`config.mk`:
```
export PLATFORM = sky130hd
export DESIGN_NAME = fp_mult_pipe
export DESIGN_NICKNAME = d
export VERILOG_FILES = /design/src/rtl/fp_mult_pipe.sv
export SDC_FILE = /design/constraint.sdc
export NUM_CORES = 1
export LEC_CHECK = 0
export CAP_MARGIN = 20
export CORE_MARGIN = 1
export CORE_UTILIZATION = 58
export CTS_CLUSTER_DIAMETER = 200
export DETAILED_ROUTE_END_ITERATION = 12
export HOLD_SLACK_MARGIN = 0.08
export PLACE_DENSITY = 0.81
export SLEW_MARGIN = 10
export SYNTH_ARGS = -nofsm -noshare
export SYNTH_HDL_FRONTEND = slang
export SYNTH_SLANG_ARGS = --single-unit
```
`constraint.sdc`:
```
create_clock -name clk -period 6.2 [get_ports clk]
set_input_delay 1.86 -clock clk [delete_from_list [all_inputs] [get_ports clk]]
set_output_delay 1.86 -clock clk [all_outputs]
set_load 0.02 [all_outputs]
```
`src/rtl/fp_mult_pipe.sv`:
```
// Three-stage pipelined floating-point multiplier (defaults: bfloat16) with valid/ready on both sides.
// Define FPMULT_RNE_ROUND_EN for round-to-nearest-even; otherwise results are truncated toward zero.
module fp_mult_pipe #(
  parameter int EXP_WIDTH       = 8,
  parameter int MANT_WIDTH      = 7,
  parameter int TRUNC_MANT_BITS = 0
) (
  input  logic                            clk,
  input  logic                            rst_n,
  input  logic                            in_valid,
  output logic                            in_ready,
  input  logic [EXP_WIDTH+MANT_WIDTH:0]   a_operand,
  input  logic [EXP_WIDTH+MANT_WIDTH:0]   b_operand,
  output logic                            out_valid,
  input  logic                            out_ready,
  output logic [EXP_WIDTH+MANT_WIDTH:0]   result,
  output logic                            overflow,
  output logic                            underflow,
  output logic                            exception
);

  localparam int W  = 1 + EXP_WIDTH + MANT_WIDTH;
  localparam int EW = EXP_WIDTH + 2;
  localparam int MW = MANT_WIDTH + 1;
  localparam int PW = 2 * MW;
  localparam logic signed [EW-1:0] BIAS = EW'((1 << (EXP_WIDTH - 1)) - 1);
  localparam logic signed [EW-1:0] EMAX = EW'((1 << EXP_WIDTH) - 1);
  localparam logic [MANT_WIDTH-1:0] TRUNC_MASK = ~MANT_WIDTH'((1 << TRUNC_MANT_BITS) - 1);
  localparam logic [W-1:0] QNAN = {1'b0, {EXP_WIDTH{1'b1}}, {MANT_WIDTH{1'b0}}} | (W'(1) << (MANT_WIDTH - 1));

  typedef enum logic [1:0] {K_NORM, K_NAN, K_INF, K_ZERO} kind_t;

`ifdef FPMULT_RNE_ROUND_EN
  function automatic logic [MANT_WIDTH:0] round_mant(input logic [MANT_WIDTH-1:0] m,
                                                     input logic g, input logic s);
    return {1'b0, m} + (MANT_WIDTH + 1)'(g & (s | m[0]));
  endfunction
`else
  function automatic logic [MANT_WIDTH:0] round_mant(input logic [MANT_WIDTH-1:0] m);
    return {1'b0, m};
  endfunction
`endif

  // Returns {overflow, underflow, packed result}.
  function automatic logic [W+1:0] saturate(input logic s, input logic signed [EW-1:0] e,
                                            input logic [MANT_WIDTH-1:0] m);
    if (e >= EMAX)   return {2'b10, s, {EXP_WIDTH{1'b1}}, {MANT_WIDTH{1'b0}}};
    else if (e <= 0) return {2'b01, s, {(W-1){1'b0}}};
    else             return {2'b00, s, e[EXP_WIDTH-1:0], m};
  endfunction

  logic sign_a, sign_b;
  logic [EXP_WIDTH-1:0] exp_a, exp_b;
  logic [MANT_WIDTH-1:0] man_a, man_b;
  logic zero_a, zero_b, inf_a, inf_b, nan_a, nan_b;
  kind_t kind_in;

  assign {sign_a, exp_a, man_a} = a_operand;
  assign {sign_b, exp_b, man_b} = b_operand;
  assign zero_a = (exp_a == '0);
  assign zero_b = (exp_b == '0);
  assign inf_a  = (&exp_a) && (man_a == '0);
  assign inf_b  = (&exp_b) && (man_b == '0);
  assign nan_a  = (&exp_a) && (man_a != '0);
  assign nan_b  = (&exp_b) && (man_b != '0);

  always_comb begin
    kind_in = K_NORM;
    if (nan_a || nan_b || (inf_a && zero_b) || (inf_b && zero_a)) kind_in = K_NAN;
    else if (inf_a || inf_b)                                      kind_in = K_INF;
    else if (zero_a || zero_b)                                    kind_in = K_ZERO;
  end

  logic vld_p0, vld_p1, vld_p2;
  logic adv_p0, adv_p1, adv_p2;

  assign adv_p2    = !vld_p2 || out_ready;
  assign adv_p1    = !vld_p1 || adv_p2;
  assign adv_p0    = !vld_p0 || adv_p1;
  assign in_ready  = adv_p0;
  assign out_valid = vld_p2;

  always_ff @(posedge clk or negedge rst_n) begin
    if (!rst_n) begin
      vld_p0 <= 1'b0;
      vld_p1 <= 1'b0;
      vld_p2 <= 1'b0;
    end else begin
      if (adv_p0) vld_p0 <= in_valid;
      if (adv_p1) vld_p1 <= vld_p0;
      if (adv_p2) vld_p2 <= vld_p1;
    end
  end

  // S1: unpack, classify, biased exponent sum
  logic                 sign_p0;
  kind_t                kind_p0;
  logic signed [EW-1:0] exp_p0;
  logic [MW-1:0]        ma_p0, mb_p0;

  always_ff @(posedge clk) begin
    if (in_valid && adv_p0) begin
      sign_p0 <= sign_a ^ sign_b;
      kind_p0 <= kind_in;
      exp_p0  <= $signed({2'b00, exp_a}) + $signed({2'b00, exp_b}) - BIAS;
      ma_p0   <= {1'b1, man_a & TRUNC_MASK};
      mb_p0   <= {1'b1, man_b & TRUNC_MASK};
    end
  end

  // S2: mantissa product
  logic                 sign_p1;
  kind_t                kind_p1;
  logic signed [EW-1:0] exp_p1;
  logic [PW-1:0]        prod_p1;

  always_ff @(posedge clk) begin
    if (vld_p0 && adv_p1) begin
      sign_p1 <= sign_p0;
      kind_p1 <= kind_p0;
      exp_p1  <= exp_p0;
      prod_p1 <= PW'(ma_p0) * PW'(mb_p0);
    end
  end

  // S3: normalise, round, range-check, pack
  logic [PW-1:0]         norm;
  logic signed [EW-1:0]  exp_n, exp_r;
  logic [MANT_WIDTH-1:0] mant_n;
  logic [MANT_WIDTH:0]   mant_r;
  logic [W+1:0]          sat;
  logic [W-1:0]          res_n;
  logic                  ov_n, un_n, ex_n;

  always_comb begin
    norm   = prod_p1[PW-1] ? prod_p1 : (prod_p1 << 1);
    exp_n  = exp_p1 + $signed(EW'(prod_p1[PW-1]));
    mant_n = MANT_WIDTH'(norm >> (MANT_WIDTH + 1));
`ifdef FPMULT_RNE_ROUND_EN
    mant_r = round_mant(mant_n, norm[MANT_WIDTH], |norm[MANT_WIDTH-1:0]);
`else
    mant_r = round_mant(mant_n);
`endif
    exp_r  = exp_n + $signed(EW'(mant_r[MANT_WIDTH]));
    sat    = saturate(sign_p1, exp_r, mant_r[MANT_WIDTH-1:0]);
    res_n  = sat[W-1:0];
    ov_n   = sat[W+1];
    un_n   = sat[W];
    ex_n   = 1'b0;
    case (kind_p1)
      K_NAN:   begin res_n = QNAN; ov_n = 1'b0; un_n = 1'b0; ex_n = 1'b1; end
      K_INF:   begin
        res_n = {sign_p1, {EXP_WIDTH{1'b1}}, {MANT_WIDTH{1'b0}}};
        ov_n = 1'b0; un_n = 1'b0; ex_n = 1'b1;
      end
      K_ZERO:  begin res_n = {sign_p1, {(W-1){1'b0}}}; ov_n = 1'b0; un_n = 1'b0; end
      default: ;
    endcase
  end

  always_ff @(posedge clk or negedge rst_n) begin
    if (!rst_n) begin
      result    <= '0;
      overflow  <= 1'b0;
      underflow <= 1'b0;
      exception <= 1'b0;
    end else if (vld_p1 && adv_p2) begin
      result    <= res_n;
      overflow  <= ov_n;
      underflow <= un_n;
      exception <= ex_n;
    end
  end

endmodule

```
---- After elaboration in Yosys (flattened, before gate mapping) ----
Cells that the tools add are included.
W data, S select, Z words.
cells by class
  reduce and logical (&&, ||, !) cells .... 30
  multipliers ............................. 1
  multiplexer cells ....................... 9
  equality and inequality tests ........... 3
  $lt $le $gt $ge ......................... 2
  bitwise logic cells ..................... 1
  add/subtract/negate cells ............... 3
operators with widths
  kind                    number
  $pmux W16 S3            1
  $mux W18                1
  $mux W17                1
  $logic_not A8 Y1        2
  $mul A8 B8 Y16          1
  $reduce_and A8 Y1       2
  $mux W15                1
  $logic_not A7 Y1        2
  $reduce_bool A7 Y1      2
  $add A10 B2 Y10         1
  $ge A10 B9 Y1 const B   1
  $le A10 B1 Y1 const B   1
  $sub A9 B7 Y10 const B  1
  $add A8 B8 Y9           1
  $logic_and A1 B1 Y1     9
  $logic_or A1 B1 Y1      8
  $eq A2 B2 Y1 const B    2
  $mux W2                 2
  $logic_not A1 Y1        3
  $mux W1                 3
  $reduce_or A3 Y1        1
  $eq A2 B1 Y1 const B    1
  $reduce_or A2 Y1        1
  $xor A1 B1 Y1           1
word-level totals
  register bits ........................... 78
  input port bits ......................... 36

---- Logic depth before layout (Yosys ltp) ----
  depth after elaboration ................. 5
  gate-level depth with buffers ........... 17
  depth with buffers taken out ............ 17

---- Worst setup path before layout ----
No wires, ideal clock.
  path type ............................... register to register
  start point ............................. register mb_p0[6]
  end point ............................... register prod_p1[14], data pin
  library setup time ...................... 258 ps
  path buffers ............................ 0
  setup slack ............................. 1738 ps
  cell stages (with the launch flop) ...... 17
  data required time ...................... 5942 ps
  arrival time ............................ 4204 ps
  clock period less this slack ............ 4462 ps
  path through ............................ edfxtp_1 > and2_1 > fa_1 > inv_1 > fa_1 > inv_1 > fa_1 > inv_1 > fa_1 > inv_1 > ha_1 > nor3_1 > o211ai_1 > a41oi_1 > o21ai_0 > a21oi_1 > xnor2_1
between the ends
  cells in the longest elaborated chain, start to end .. 1
ends and longest elaborated chain
  item                    RTL line  source
  from (decl)             99        logic [MW-1:0] ma_p0, mb_p0;
  from (signal assigned)  107       mb_p0 <= {1'b1, man_b & TRUNC_MASK};
  $mul A8 B8 Y16          122       prod_p1 <= PW'(ma_p0) * PW'(mb_p0);
  to (signal assigned)    122
  to (decl)               115       logic [PW-1:0] prod_p1;
No other way between the ends.
A chain may end at the register's enable or synchronous reset.

---- Final worst setup path ----
  start point ............................. input out_ready
  end point ............................... output in_ready
between the ends
  cells in the longest elaborated chain, start to end .. 3
ends and longest elaborated chain
  item                RTL line  source
  from (decl)         15        input logic out_ready,
  $logic_or A1 B1 Y1  77        assign adv_p2 = !vld_p2 || out_ready;
  $logic_or A1 B1 Y1  78        assign adv_p1 = !vld_p1 || adv_p2;
  $logic_or A1 B1 Y1  79        assign adv_p0 = !vld_p0 || adv_p1;
  to (decl)           11        output logic in_ready,
No other way between the ends.

==> out/qor.yml <==
run_status:
  status: "finished clean"
flow_run:
  cap_violations: 0
place:
  hpwl_um: 7480
  gp_congestion: 0.887
  portBuffers: 56
cts:
  clk_latency_ps: 350
  clk_pin_slew_ps: 80
  htreeDepth: 3
  cts.sink_count: 71
  hold_buffers: 0
  cts-root-buf: "clkbuf_8"
  cts_tree: "built"
  cts_resized: 0
  cts_setup_buffers: 0
  cts.path.max_buffers: 2
  numCtsBuffers: 9
critical_path:
  critPathLaunchType: "input pin"
  reg2reg_from: "mb_p0[6]$_DFFE_PP_"
  cp_common_cell: "clkdlybuf4s50_1"
  path_class: "input pin to output port"
  max_stage_delay_ps: 550
  crit_fanout: 3
  reg2reg_slack_ps: 1360
  crit_chain: "clkdlybuf4s50_1, nor2b_1, nand3_1, clkdlybuf4s50_1"
  timing.rr.end: "prod_p1[14]$_DFFE_PP_"
  worstSetupEndpointType: "output port"
  reg2regPathDepth: 16
  cpMaxStageDelayCell: "clkdlybuf4s50_1"
  crit_arrival_ps: 3120
  crit_required_ps: 4340
timing:
  hold_ws_ps: 419
  worstMarginPinSlew_ps: 945
  setup_viol: 0
  period_minus_slack_ps: 4980
  fin_setup_tns_ps: 0
  slew_headroom: 0.370
  fin_crit_sh: 0.803
  max_clock_freq_mhz: 201
  hold_viol_final: 0
  skew_ps: 7.53
  final_max_slew_viol_count: 0
  rsz0062_at_grt: "no"
final_layout:
  drive_gt1_frac: 0.0432
  antenna-diode-count: 0
  areaGrowthSynthToFinish_pct: 17.0
  layout_commonest_cell: "inv_1"
  num-nets-final: 653
  n_fill_cell: 666
  final_cell_mix: "inv_1, clkdlybuf4s50_1, ha_1"
yosys:
  avgSynthCellArea_um2: 11.1
  synth-edff-count: 49
  yosys.cell_types.count: 54
  synthCells: 467
  ys_seq_elements: 71
  syn_area_um2: 5180
  ys_seq_area_frac: 0.390
  synthArstFlopShare: 0.310
  ys.flop_type: "edfxtp_1"
  synth_nets: 593
  ys_warn_count: 0
routing:
  wire_per_inst_um: 14.3
  num_vias: 3496
  antenna_left: 0
  totalWireLength_um: 9140
  dr.pass1.iters: 5
  route.detailed.drc: 0
  viasPerCell: 5.46
  drt-initial-drc-count: 90
power_and_ir_drop:
  powerDensity_nw_per_um2: 319
  max-vdd-ir-drop_v: 0.000160
  p_leak_uw: 0.00266
floorplan:
  die_width_um: 96.5
  start_util: 0.597
  num_rows: 34
  core_area_um2: 8680
  dieArea_um2: 9320
  io_pins: 57
  die_h_um: 96.5
global_route:
  grt_pass1_wl_um: 15100
  antenna_found_initial: 0
  grt_overflow: 0
  grt_usage: 0.215
  grt_pass1_vias: 3449
  grt_max_degree: 28
min_path:
  hp-class: "register to register"
  hold_path_depth: 0
  hp-start: "exp_p0[3]$_DFFE_PP_"
  holdPathEnd: "exp_p1[3]$_DFFE_PP_"
flip-flops by register name (all words and copies together), names as in the netlist, 2 cells and up:
signal   count
exp_p0      10
exp_p1      10
kind_p0      2
kind_p1      2
ma_p0        7
mb_p0        7
prod_p1      9
result      16
cell families (layout without fill, tap and decap cells):
kind of cell	Yosys count	count (layout)	share of synthesized area
simple gates	139	139	0.145
fa+ha+maj	90	90	0.269
buf+inv	76	141	0.0577
flops	71	71	0.390
compound gates	57	57	0.0768
xor+xnor	26	26	0.0454
mux	8	8	0.0155
power by group:
group	internal (µW)	total [µW]	switching, µW
sequential	640	705	64.9
combinational	388	815	427
clock	230	415	184
total	1260	1930	676
worst max-delay path: cells and delay by family:
family,cells,cell delay [ps]
simple gates,2,300
buf+inv,2,960
routing by layer:
| layer | wire, µm | part of all wire | track usage |
|---|---|---|---|
| met5 | 0 | 0 | 0 |
| met4 | 137 | 0.015 | 0.0846 |
| met1 | 4080 | 0.45 | 0.273 |
| met3 | 379 | 0.041 | 0.0313 |
| met2 | 4540 | 0.50 | 0.370 |
synth_stat cells (2+ instances only):
library cell | count | share of area
inv_1 | 69 | 0.050
ha_1 | 54 | 0.13
edfxtp_1 | 49 | 0.28
nand2_1 | 37 | 0.027
fa_1 | 36 | 0.14
and2_1 | 30 | 0.036
dfrtp_1 | 22 | 0.11
nor2_1 | 20 | 0.014
xnor2_1 | 17 | 0.029
a21oi_1 | 14 | 0.014
nand3_1 | 9 | 0.0087
mux2i_1 | 8 | 0.015
o21ai_1 | 8 | 0.0077
xor2_1 | 8 | 0.014
nand4_1 | 7 | 0.0084
a221o_1 | 6 | 0.012
nor4_1 | 6 | 0.0072
o21ai_0 | 6 | 0.0058
a21o_1 | 5 | 0.0072
nand2b_1 | 5 | 0.0060
nor2b_1 | 5 | 0.0060
nor3_1 | 5 | 0.0048
a31oi_1 | 2 | 0.0024
a41oi_1 | 2 | 0.0034
and3_1 | 2 | 0.0024
and4_1 | 2 | 0.0034
buf_2 | 2 | 0.0019
clkbuf_1 | 2 | 0.0014
nor3b_1 | 2 | 0.0029
o21bai_1 | 2 | 0.0029
or4_1 | 2 | 0.0029
per-stage QoR:
step,total power [µW],worst slack (ps),instances,util,area [µm²]
global route,2090,1080,640,0.699,6060
global placement,1490,1250,624,0.673,5840
detailed placement,1540,1220,624,0.673,5840
CTS,1950,1210,640,0.699,6060
floorplan,1310,1740,467,-,5180
finish,1930,1220,640,0.699,6060
how the worst max path moves through the flow:
stage / startpoint / endpoint / slack (ps) / depth (start not counted)
after global placement: out_ready / in_ready / 1250 / 4
after CTS: out_ready / in_ready / 1210 / 4
final: out_ready / in_ready / 1220 / 4
after detailed placement: out_ready / in_ready / 1220 / 4
after floorplan: mb_p0[6]$_DFFE_PP_ / prod_p1[14]$_DFFE_PP_ / 1740 / 16
after global routing: mb_p0[6]$_DFFE_PP_ / prod_p1[14]$_DFFE_PP_ / 1080 / 16
layout make-up:
cell class                      count  area, µm²  share of cell area
Multi-Input combinational cell    320       2860               0.472
Clock inverter                      7        101              0.0167
Sequential cell                    71       2020               0.333
Inverter                           69        259              0.0427
Clock buffer                        9        124              0.0204
Tap cell                          108        135              0.0223
Timing Repair Buffer               56        561              0.0924
Note: power is estimated with default switching activity, not from simulation.
==> edit: new RTL, same settings <==
The parameter `EXP_WIDTH` goes from 8 to 7.
--- a/src/rtl/fp_mult_pipe.sv
+++ b/src/rtl/fp_mult_pipe.sv
@@ -2,5 +2,5 @@
 // Define FPMULT_RNE_ROUND_EN for round-to-nearest-even; otherwise results are truncated toward zero.
 module fp_mult_pipe #(
-  parameter int EXP_WIDTH       = 8,
+  parameter int EXP_WIDTH       = 7,
   parameter int MANT_WIDTH      = 7,
   parameter int TRUNC_MANT_BITS = 0
Interface: changed (resized a_operand, b_operand and result); port bits go from 57 to 54. No check against the original RTL was run, so the function may have changed too.
==> edit against the unedited design <==
Sequential cell count is 3 lower. Routed wire length is 3.4% higher. Design area is 2.3% lower. Count of clock-buffer cells in the layout is 1 higher. Worst setup slack worse by 36 ps. Via count is 0.43% higher. Power is 4.7% lower. Area after synthesis is 1.1% lower.
==> edit: results (changes against the unedited design) <==
status = complete, no violations
Synth Area in Compound Gates = 9.71% (+2.0 points)
Seq cells = 68 (-4.2%)
number of fill cells in the layout = 616 (-7.5%)
drt pass-1 iters = 4 (-1)
register area = 1940 um^2 (-4.2%)
post-synthesis sequential area ratio = 37.8% (-1.2 points)
comb_multi_in = 321 (+0.31%)
inverters = 62 (-10%)
Largest register FFs = 15 (-1)
# Taps = 105 (-2.8%)
Switch Pwr = 0.693 mW (+2.5%)
GRT Util Overall = 23.1% (+1.6 points)
Plain + repair buffers = 54 (-3.6%)
largest net degree at the start of global routing = 27 (-3.6%)
first-pass GRT wire length = 16100 um (+6.4%)
Net Count, Synth = 581 (-2.0%)
PortBufs = 53 (-5.4%)
Non-Filler Instances = 626 (-2.2%)
Mean Syn Cell Area = 11.2 um^2 (+0.66%)
adder-cell area share of the yosys netlist = 26.7% (-0.20 points)
nets@finish = 638 (-2.3%)
FF-to-FF End = prod_p1[12]$_DFFE_PP_
GR Util met1 = 29.1% (+1.8 points)
P_leak = 2.65 nW (-0.29%)
number of instances in the placed design = 609 (-2.4%)
Worst Hold End = exp_p1[6]$_DFFE_PP_
Avg Vias per Cell = 5.61 (+2.7%)
-- edit: cell types whose count changed after synthesis, moves of 5 or more --
cell      before  now
nor2_1        20    4
a221o_1        6    0
and2_1        30   36
o41ai_2        0    5
nor3_1         5   11
o21bai_1       2    7
xnor2_1       17   12
o21ai_1        8    0
inv_1         69   62
-- edit: worst max-delay path: stages --
cell and delay (ps):
clkdlybuf4s50_1 420, nor2b_1 160, nand3_1 150, clkdlybuf4s50_1 570
-- edit: per-layer routing --
metal	routed length (um)	part of all wire [%]
met2	4630	49
met1	4350	46
met4	178	1.9
met3	290	3.1
met5	0	0
-- edit: power groups by stage --
stage               clock, mW  combinational (mW)  sequential, mW
floorplan                   0               0.612           0.693
global placement            0               0.807           0.686
detailed placement          0               0.849           0.692
CTS                     0.319               0.856           0.682
global route            0.341               0.967           0.694
finish                  0.312               0.850           0.682
